File: src/rtl/store_buffer_pkg.sv
// Shared defaults and drain-FSM encoding for the store buffer.
// Latency: n/a (types and constants only).
// Backpressure: n/a.
package store_buffer_pkg;

    localparam int SB_AW    = 16;
    localparam int SB_DW    = 16;
    localparam int SB_DEPTH = 4;

    // Drain FSM: IDLE waits for a buffered store, REQ holds the head write
    // until memory acknowledges it.
    typedef enum logic {
        ST_IDLE = 1'b0,
        ST_REQ  = 1'b1
    } sb_state_t;

endpackage

File: src/rtl/sb_fwd_match.sv
// Store-to-load forwarding: youngest valid entry whose address matches ld_addr.
// Latency: combinational.
// Backpressure: none; pure lookup over the current buffer contents.
module sb_fwd_match
    import store_buffer_pkg::*;
#(
    parameter int DEPTH = SB_DEPTH,
    parameter int AW    = SB_AW,
    parameter int DW    = SB_DW
) (
    input  logic [AW-1:0]            ent_addr [DEPTH],
    input  logic [DW-1:0]            ent_data [DEPTH],
    input  logic [DEPTH-1:0]         valid,
    input  logic [$clog2(DEPTH)-1:0] head_idx,
    input  logic [AW-1:0]            ld_addr,
    output logic                     hit,
    output logic [DW-1:0]            data
);

    localparam int IW = $clog2(DEPTH);

    // Walk from the head (oldest) toward the tail; a later match overrides an
    // earlier one, so the youngest matching store is the one reported.
    always_comb begin
        hit  = 1'b0;
        data = '0;
        for (int i = 0; i < DEPTH; i++) begin
            if (valid[head_idx + IW'(i)] &&
                (ent_addr[head_idx + IW'(i)] == ld_addr)) begin
                hit  = 1'b1;
                data = ent_data[head_idx + IW'(i)];
            end
        end
    end

endmodule

File: src/rtl/store_buffer.sv
// Store buffer: FIFO of pending stores drained to data memory, with load forwarding.
// Latency: a store pushed into an empty, idle buffer raises dmem_req one edge later.
// Backpressure: sb_full stalls upstream; dmem_ack=0 holds the head request indefinitely.
module store_buffer
    import store_buffer_pkg::*;
#(
    parameter int DEPTH = SB_DEPTH,   // power of two, at least 2
    parameter int AW    = SB_AW,
    parameter int DW    = SB_DW
) (
    input  logic          clk,
    input  logic          reset,
    input  logic          mem_w_en,
    input  logic [AW-1:0] mem_w_addr,
    input  logic [DW-1:0] mem_w_data,
    output logic          sb_full,
    output logic          sb_empty,
    output logic          sb_overflow,
    input  logic [AW-1:0] ld_addr,
    output logic          ld_hit,
    output logic [DW-1:0] ld_data,
    output logic          dmem_req,
    output logic [AW-1:0] dmem_addr,
    output logic [DW-1:0] dmem_wdata,
    input  logic          dmem_ack
);

    localparam int IW = $clog2(DEPTH);
    localparam int PW = IW + 1;   // extra wrap bit separates full from empty

    logic [AW-1:0]    ent_addr [DEPTH];
    logic [DW-1:0]    ent_data [DEPTH];
    logic [PW-1:0]    wr_ptr;
    logic [PW-1:0]    rd_ptr;
    logic [PW-1:0]    count;
    logic [PW-1:0]    count_next;
    logic [DEPTH-1:0] valid;
    logic             push;
    logic             pop;
    sb_state_t        state;

    assign count      = wr_ptr - rd_ptr;
    assign sb_full    = (wr_ptr[IW-1:0] == rd_ptr[IW-1:0]) && (wr_ptr[IW] != rd_ptr[IW]);
    assign sb_empty   = (wr_ptr == rd_ptr) && (state == ST_IDLE);

    // A store arriving while full is dropped even if the head pops this edge.
    assign push       = mem_w_en && !sb_full;
    assign pop        = (state == ST_REQ) && dmem_ack;
    assign count_next = count + PW'(push) - PW'(pop);

    assign dmem_req   = (state == ST_REQ);
    assign dmem_addr  = ent_addr[rd_ptr[IW-1:0]];
    assign dmem_wdata = ent_data[rd_ptr[IW-1:0]];

    // Occupancy mask: slot j is live when its distance from the head is below count.
    always_comb begin
        valid = '0;
        for (int j = 0; j < DEPTH; j++) begin
            valid[j] = ({1'b0, IW'(j) - rd_ptr[IW-1:0]} < count);
        end
    end

    // Entry storage; written only on an accepted push, deliberately not reset.
    always_ff @(posedge clk) begin
        if (push) begin
            ent_addr[wr_ptr[IW-1:0]] <= mem_w_addr;
            ent_data[wr_ptr[IW-1:0]] <= mem_w_data;
        end
    end

    // Write and read pointers advance modulo 2*DEPTH; reset discards all entries.
    always_ff @(posedge clk or negedge reset) begin
        if (!reset) begin
            wr_ptr <= '0;
            rd_ptr <= '0;
        end else begin
            if (push) wr_ptr <= wr_ptr + 1'b1;
            if (pop)  rd_ptr <= rd_ptr + 1'b1;
        end
    end

    // Drain FSM: request the head while entries exist; leave REQ only when the
    // acknowledged pop empties the buffer (counting a same-edge push).
    always_ff @(posedge clk or negedge reset) begin
        if (!reset) begin
            state <= ST_IDLE;
        end else begin
            case (state)
                ST_IDLE: if (count != '0) state <= ST_REQ;
                ST_REQ:  if (pop && (count_next == '0)) state <= ST_IDLE;
                default: state <= ST_IDLE;
            endcase
        end
    end

    // Sticky overflow flag: any store presented while full.
    always_ff @(posedge clk or negedge reset) begin
        if (!reset) begin
            sb_overflow <= 1'b0;
        end else if (mem_w_en && sb_full) begin
            sb_overflow <= 1'b1;
        end
    end

    sb_fwd_match #(
        .DEPTH (DEPTH),
        .AW    (AW),
        .DW    (DW)
    ) u_fwd (
        .ent_addr (ent_addr),
        .ent_data (ent_data),
        .valid    (valid),
        .head_idx (rd_ptr[IW-1:0]),
        .ld_addr  (ld_addr),
        .hit      (ld_hit),
        .data     (ld_data)
    );

endmodule

File: config.mk
export PLATFORM = sky130hd
export DESIGN_NAME = store_buffer
export DESIGN_NICKNAME = d
export VERILOG_FILES = /design/src/rtl/store_buffer_pkg.sv /design/src/rtl/sb_fwd_match.sv /design/src/rtl/store_buffer.sv
export SDC_FILE = /design/constraint.sdc
export NUM_CORES = 1
export LEC_CHECK = 0
export ABC_AREA = 1
export CORE_MARGIN = 2
export CORE_UTILIZATION = 30
export DETAILED_ROUTE_END_ITERATION = 8
export HOLD_SLACK_MARGIN = 0.15
export PLACE_DENSITY_LB_ADDON = 0.2
export SLEW_MARGIN = 25
export SYNTH_ARGS = -nofsm -noshare
export SYNTH_HDL_FRONTEND = slang
export SYNTH_SLANG_ARGS = --single-unit
File: constraint.sdc
create_clock -name clk -period 4.9 [get_ports clk]
set_clock_uncertainty 0.1 [all_clocks]
set_input_delay 0.98 -clock clk [delete_from_list [all_inputs] [get_ports clk]]
set_output_delay 0.98 -clock clk [all_outputs]
set_load 0.1 [all_outputs]
; ---- After elaboration in Yosys (flattened, before gate mapping)
; Index checks and enable logic that the tools add are counted.
[classes]
bitwise = 6
reduce_logical = 14
muxes = 47
n_eq_ne = 7
n_addsub = 12
order_cmp = 14
[op_table]
columns = cell, n
row1 = 2-to-1 mux 16 bit, 21
row2 = binary-select mux 16 bit (select 2 bit), 8
row3 = bitwise mux 64 bit, 2
row4 = equality test 16 bit, 4
row5 = demux 16 bit (select 2 bit), 1
row6 = greater-or-equal comparator 3 bit (second input constant), 5
row7 = NOT 2 -> 3 bit, 5
row8 = less-than comparator 2 x 3 -> 1 bit, 4
row9 = less-than comparator 2 x 3 -> 1 bit (second input constant), 4
row10 = logical AND 1 bit, 11
row11 = 2-to-1 mux 1 bit, 10
row12 = binary-select mux 1 bit (select 2 bit), 4
row13 = adder 3 x 1 -> 3 bit (second input constant), 2
row14 = adder 2 bit (second input constant), 2
row15 = subtractor 1 x 2 -> 2 bit (first input constant), 2
row16 = subtractor 2 bit (first input constant), 2
row17 = adder 3 x 1 -> 3 bit, 1
row18 = equality test 3 bit, 1
row19 = zero test 3 bit, 1
row20 = less-than comparator 3 x 1 -> 1 bit (second input constant), 1
row21 = nonzero test 3 bit, 1
row22 = subtractor 3 x 1 -> 3 bit, 1
row23 = subtractor 3 bit, 1
row24 = adder 2 x 1 -> 2 bit (second input constant), 1
row25 = other kinds (5), 5
[totals]
regBits = 136
word_cells = 112
input_bits = 52

; ---- Longest topological paths before layout
; Gate-level depths: netlist (run 1).
[depth]
depth_word = 10
ltp_mapped = 24

; ---- Modules after synthesis
; From an unflattened synthesis (run 1), not the netlist that was laid out.
[hier_totals]
cells_unflattened = 1395
area_unflattened_um2 = 10480.1
[by_module_without_submodules]
columns = module, cells_per_inst, instances, area_per_inst_um2, seq_area_each_um2
row1 = store_buffer, 414, 1, 5517.8, 4043.9
row2 = sb_fwd_match, 981, 1, 4962.3, 0.0

; ---- Worst setup path after synthesis (run 1)
; No wires, ideal clock.
[synth_path]
path_kind = reg-to-output
start = reg rd_ptr[0]
end = out ld_data[0]
t_arrival_ps = 4467
path_slack_ps = -647
path_buffers = 5
stages_incl_launch_ff = 14
cell_sequence = dfrtp_1 > buf_6 > buf_6 > buf_6 > buf_4 > buf_4 > mux2i_1 > o21ai_0 > nand2_1 > nand2_1 > nand2_1 > nand2_1 > nand2_1 > nand2_1
[synth_between]
word_cells_on_any_way = 60
[synth_lines]
columns = item, line_no
row1 = start: declaration, store_buffer.sv:34  ; logic [PW-1:0] rd_ptr;
row2 = start signal: assignment, store_buffer.sv:78  ; if (pop) rd_ptr <= rd_ptr + 1'b1;
row3 = NOT 2 -> 3 bit, n/a
row4 = binary-select mux 16 bit (select 2 bit), n/a
row5 = 2-to-1 mux 16 bit (2 in a row), n/a
row6 = net dmem_wdata[0], store_buffer.sv:24  ; output logic [DW-1:0] dmem_wdata,
row7 = 2-to-1 mux 16 bit (4 in a row), sb_fwd_match.sv:28  ; if (valid[head_idx + IW'(i)] &&
row8 = end: declaration, store_buffer.sv:21  ; output logic [DW-1:0] ld_data,
; The timed path passes the listed nets, and every way through them passes these cells. The select of a mux whose other input is x is not followed.

; ---- Worst setup path after layout (run 1)
[layout_path]
start = reg wr_ptr[0]
end = out ld_data[0]
[layout_between]
elab_chain_cells = 9
word_cells_on_any_way = 21
[layout_lines]
columns = item, line_no
row1 = start: declaration, store_buffer.sv:33  ; logic [PW-1:0] wr_ptr;
row2 = start signal: assignment, store_buffer.sv:77  ; if (push) wr_ptr <= wr_ptr + 1'b1;
row3 = subtractor 3 bit *, store_buffer.sv:42  ; assign count = wr_ptr - rd_ptr;
row4 = less-than comparator 2 x 3 -> 1 bit, store_buffer.sv:59  ; valid[j] = ({1'b0, IW'(j) - rd_ptr[IW-1:0]} < count);
row5 = binary-select mux 1 bit (select 2 bit), sb_fwd_match.sv:28
row6 = 2-to-1 mux 1 bit (implied by the code), sb_fwd_match.sv:28
row7 = logical AND 1 bit, sb_fwd_match.sv:28
row8 = 2-to-1 mux 16 bit (3 in a row), sb_fwd_match.sv:28
row9 = 2-to-1 mux 16 bit *, sb_fwd_match.sv:28
; Every way passes the cells marked *; elsewhere a longest branch is shown, timed or not. The select of a mux whose other input is x is not followed.

==> results of run 1 <==
-- cells in the mapped netlist (2+ instances only) --
cell      instances  area [um2]
clkbuf_1          8       30.03
buf_2            16       80.08
nand4_1          21       131.4
xor2_1           27       236.5
mux2i_1          64       640.6
buf_1             6       22.52
inv_1           104       390.4
ha_1             16       200.2
inv_2             2       7.510
nor2_4            4       45.04
o21ai_1           3       15.01
buf_4            17       127.6
nor3_1            2       10.01
a21oi_1           3       15.01
o21ai_0          67       335.3
nand3b_1          2       15.01
dfrtp_1           8       200.2
edfxtp_1        128        3844
fa_1              2       40.04
nand2_1         492        1847
buf_6            13       146.4
o21bai_1          4       30.03
nand3_1         193       965.9
nor3b_1           2       15.01
inv_4             2       12.51
nor2_1           28       105.1
-- worst paths after layout --
path | from | endpoint | cells after the start
worst min register to register | sb_overflow | sb_overflow | 1
worst max register to register | rd_ptr[0] | dmem_req | 13
max in group asynchronous | reset | rd_ptr[0] | 1
worst min-delay path | sb_overflow | sb_overflow | 1
worst max-delay path | wr_ptr[0] | ld_data[0] | 20
min in group asynchronous | reset | dmem_req | 1
-- final cells by class --
class / count / area (um2) / share of cell area [%]
antenna: 1 / 2.502 / 0.02116
sequential: 136 / 4048 / 34.22
timing repair buffer: 139 / 1490 / 12.60
multi-input combinational: 938 / 4795 / 40.54
inverter: 109 / 420.4 / 3.554
clock buffer: 21 / 440.4 / 3.724
tap: 402 / 503.0 / 4.253
clock inverter: 10 / 128.9 / 1.090
-- sequential cells by signal, summed over array words and instances, names as in the netlist --
| name | cells |
|---|---|
| ent_addr | 64 |
| ent_data | 64 |
| rd_ptr | 3 |
| wr_ptr | 3 |
| dmem_req | 1 |
| sb_overflow | 1 |
-- through the flow --
stage	area [um2]	setup TNS [ns]	std cells	hold slack, ns	worst slack, ns
2_1_floorplan	9622	0	1243	0.3627	0.01029
3_3_place_gp	11110	0	1715	0.3438	0.3876
3_5_place_dp	11110	0	1715	0.3487	0.3554
4_1_cts	11730	0	1748	0.3626	0.05384
5_1_grt	11830	-0.02802	1755	0.3808	-0.01827
6_report	11830	0	1756	0.3593	0.2306
-- kinds of logic after synthesis --
kind of cell | count (synthesis) | share of synthesized area [%]
AND/OR/NAND/NOR | 748 | 33.10
flip-flops | 136 | 42.22
adder cells (fa/ha/maj) | 18 | 2.508
AO/OA/AOI/OAI | 81 | 4.442
buffers and inverters | 169 | 8.569
XOR/XNOR | 27 | 2.469
multiplexers | 64 | 6.688
-- per-layer routing --
layer  global-route usage (%)  wire length [um]
met3                    3.313              1503
met2                    28.38             13040
met5                        0                13
met1                    22.66             12830
met4                    5.871               616
-- placed cells by master (no fill, tap or decap), types with 2 or more instances in the layout --
cell	count
nand2_1	479
nand3_1	193
edfxtp_1	128
inv_1	103
mux2i_1	64
buf_4	58
clkdlybuf4s50_1	53
o21ai_0	51
xor2_1	27
nor2_1	24
buf_12	23
nand4_1	21
o21ai_1	18
clkbuf_16	17
ha_1	15
nand2_2	13
nor2_4	8
dfrtp_1	7
o21bai_1	4
clkinv_2	4
clkbuf_1	4
a21oi_1	3
bufinv_16	3
buf_6	3
o21ai_2	2
inv_2	2
nor3b_1	2
nand3b_1	2
inv_4	2
clkinv_1	2
buf_8	2
-- timing repair --
action	CTS	global route
resized for setup	7	9
cloned	0	0
hold buffers	0	0
endpoints found under the setup margin	17	17
pin swaps	0	2
buffers inserted	2	7
==> results.tsv, run 1 <==
metric	value	unit
status	finished clean	
sequential share of the synthesized area	42.22	%
Slew Viols, Final	0	
Syn. warnings	0	
Boundary Pins	105	
fill cell count	3194	
die area	33370	um2
# rows	65	
total gr overflow	0	
Worst Path Arrival	3.59	ns
drt wl/cell	15.95	um
Worst Max-Slew Pin Slew	0.9622	ns
Final Hold Fails	0	
Worst Setup Path Type	flip-flop to output pin	
Worst path max stage delay	0.55	ns
Synth Area per Inst	7.705	um2
Post-synth EDFFs	128	
Finish-stage setup viols	0	
Detailed Route Iter0 Violations	642	
CP endpoint kind	output pin	
CP Buf/Inv Count	7	
Core Area	31470	um2
post-synth cell types	35	
DRT Pass-1 Iters	5	
initial antenna violation count	2	
drt total wl	28000	um
maxcap violations	0	
vias in the first global route	8117	
syn_nets	1313	
layout cells sized above 1	10.79	%
post-route ant nets	0	
fin crit share	95.29	%
Post-synth ARST share	5.882	%
Num Clock Sinks	136	
clk_lat worst skew	0.42	ns
Vias	8577	
minimum clock period	4.669	ns
clock root cell	clkbuf_16	
CP Max Fanout	17	
reg-to-reg setup timing slack	1.02	ns
Initial Util	30.43	%
CTS buffer count	17	
largest net degree at the start of global routing	59	
Max clock buf depth	2	
# DRC	0	
Slew headroom	35.66	%
CTS tree	done	
GRT Overall Usage	17.23	%
number of port buffers	104	
synthesized cell area	9578	um2
Slowest-stage cell, CP	fa_2	
# H-tree levels	4	
Die W	182.7	um
area growth from synthesis to layout	23.49	%
Reg clk slew, reported paths	0.06	ns
Layout Utilization	37.58	%
maximum clock frequency	214.2	MHz
GP Congestion	0.8221	
Hold Crit Class	flip-flop to flip-flop	
Worst EP required	3.82	ns
Final #Nets	1411	
most frequent CP cell	nand2_1	
global-route wire length before repair	44230	um
top_reg_cell synth	edfxtp_1	
Yosys reg bits	136	
overall die height	182.7	um
hpwl dp	19310	um
Vias per Instance	4.884	
CP cell instances	inv_2, ha_1, inv_1, fa_2, inv_1, ha_1, inv_1, o21bai_1, nand3_1, nand2_1, nand3_1, nand2_1, nor3_2, nand2_2, buf_6, nand2_1, inv_1, nand2_1, nand2_1, buf_12	
crit start category	flip-flop	
delay-heaviest family, CP	adder cells	
synthesized instance count	1243	
Power of run 1 is not shown: default switching activity piles up to over one toggle a cycle in this logic, so the estimate is an artifact.
==> inputs of run 2 (changes only) <==
Settings changed: SLEW_MARGIN 25 to not set, TNS_END_PERCENT set to 50.
==> results.tsv, run 2 (synthesized netlist as in run 1, its figures left out) <==
metric	value	unit	change
Reg clk slew, reported paths	0.06	ns	about the same
Slowest-stage cell, CP	dfrtp_4		
delay-heaviest family, CP	simple AND/OR/NAND/NOR gates		
maxcap violations	0		unchanged
commonest non-fill, non-tap cell in the layout	nand2_1		
post-route ant nets	0		unchanged
Worst path max stage delay	0.45	ns	-0.10 ns
hpwl dp	19300	um	about the same
GRT Overall Usage	17.16	%	-0.072 points
Die W	182.7	um	unchanged
Final #Nets	1412		+0.071%
Initial Util	30.43	%	unchanged
Final Hold Fails	0		unchanged
Setup WS post-layout	0.2376	ns	+0.007013 ns
gr busiest metal	met2		
global-route wire length before repair	44110	um	-0.27%
Hold Crit Class	flip-flop to flip-flop		
CP Max Fanout	49		+32
met2 Track Usage GR	27.94	%	-0.44 points
met3 Use GR	3.113	%	-0.20 points
final cell count without fillers	1758		+0.11%
CP cell instances	buf_6, inv_4, buf_12, nand2_1, nand3_1, nand2_1, xor2_1, nand2_1, nor2_1, nand3_1, o21ai_2, buf_4, nand2_1, nand2_1, nand2_1, nand2_1, buf_12		
overall die height	182.7	um	unchanged
Worst Max-Slew Pin Slew	1.128	ns	+0.1660 ns
fill cell count	3187		-0.22%
Detailed Route Iter0 Violations	778		+21%
CTS tree	done		
CTS buffer count	17		unchanged
minimum clock period	4.662	ns	-0.007013 ns
CP endpoint kind	output pin		
die area	33370	um2	unchanged
number of port buffers	104		unchanged
Boundary Pins	105		unchanged
# rows	65		unchanged
clk_lat worst skew	0.43	ns	about the same
vias in the first global route	8126		+0.11%
GP Congestion	0.8221		unchanged
Slew headroom	24.29	%	-11 points
drt total wl	27790	um	-0.77%
drt wl/cell	15.81	um	-0.88%
Post-CTS Hold Buffers	0		unchanged
most frequent CP cell	nand2_1		
Worst Setup Path Type	flip-flop to output pin		
DP Worst Slack	0.3729	ns	+0.01750 ns
unrepaired setup endpoints after global routing	false		
largest net degree at the start of global routing	59		unchanged
area growth from synthesis to layout	23.72	%	
Core Area	31470	um2	unchanged
met1 GRT Util	22.72	%	+0.066 points
Slew Viols, Final	0		unchanged
layout cells sized above 1	11.00	%	+0.21 points
Worst Path Arrival	3.58	ns	about the same
highest-count cells in the layout ignoring fill and taps	nand2_1 (481), nand3_1 (193), edfxtp_1 (128)		
maximum clock frequency	214.5	MHz	+0.15%
DRT Pass-1 Iters	6		+1
fin crit share	95.15	%	-0.14 points
clock root cell	clkbuf_16		
Worst EP required	3.82	ns	about the same
CP Buf/Inv Count	5		-2
Finish-stage setup viols	0		unchanged
# H-tree levels	4		unchanged
total gr overflow	0		unchanged
placed cell count	1715		unchanged
setup_tns	0	ns	unchanged
initial antenna violation count	2		unchanged
crit start category	flip-flop		
# DRC	0		unchanged
Vias per Instance	4.800		-1.7%
Num Clock Sinks	136		unchanged
Max clock buf depth	2		unchanged
Vias	8439		-1.6%
status	finished clean		
## run 2: stage by stage
stage	cell area (um2)	util (%)	hold WS, ns
2_1_floorplan	9622	-	0.3627
3_3_place_gp	11110	35.30	0.3438
3_5_place_dp	11110	35.30	0.3530
4_1_cts	11770	37.40	0.3669
5_1_grt	11850	37.63	0.3790
6_report	11850	37.65	0.3739
## run 2: final timing paths
kind	from	end	slack, ns	cells past startpoint
worst max register to register	rd_ptr[0]	dmem_req	0.69	13
worst min register to register	sb_overflow	sb_overflow	0.37	1
min in group asynchronous	reset	dmem_req	0.75	1
worst max-delay path	rd_ptr[0]	ld_data[0]	0.24	17
max in group asynchronous	reset	rd_ptr[0]	3.62	1
worst min-delay path	sb_overflow	sb_overflow	0.37	1
## run 2: layer usage
layer  wire length, um  vias to the layer above
met5                13                        -
met4               641                        2
met3              1226                       42
met2             12950                      201
met1             12950                     3871
li1                  -                     4323
## run 2: worst reg2reg max path, delay by kind of cell, from the launching register on
kind,cells,cell delay [ns]
flip-flops,1,0.45
AND/OR/NAND/NOR,2,0.28
adder cells (fa/ha/maj),4,1.15
AO/OA/AOI/OAI,2,0.98
XOR/XNOR,2,0.32
buffers and inverters,3,0.81
## run 2: what timing repair did
action                                  in CTS  in global routing
endpoints found under the setup margin      17                 17
pin swaps                                    0                  2
setup buffers                                5                  5
gates resized for setup                      4                  8
## run 2: area by class of cell
class | instances | area (um2) | share of cell area, %
repair buffers | 140 | 1508 | 12.72
inverters | 109 | 417.9 | 3.527
clock buffers | 17 | 425.4 | 3.590
clock inverters | 14 | 157.7 | 1.330
well taps | 402 | 503.0 | 4.245
flip-flops and latches | 136 | 4048 | 34.16
multi-input cells | 938 | 4786 | 40.39
diodes | 2 | 5.005 | 0.04223
Power of run 2 is left out for the same reason.
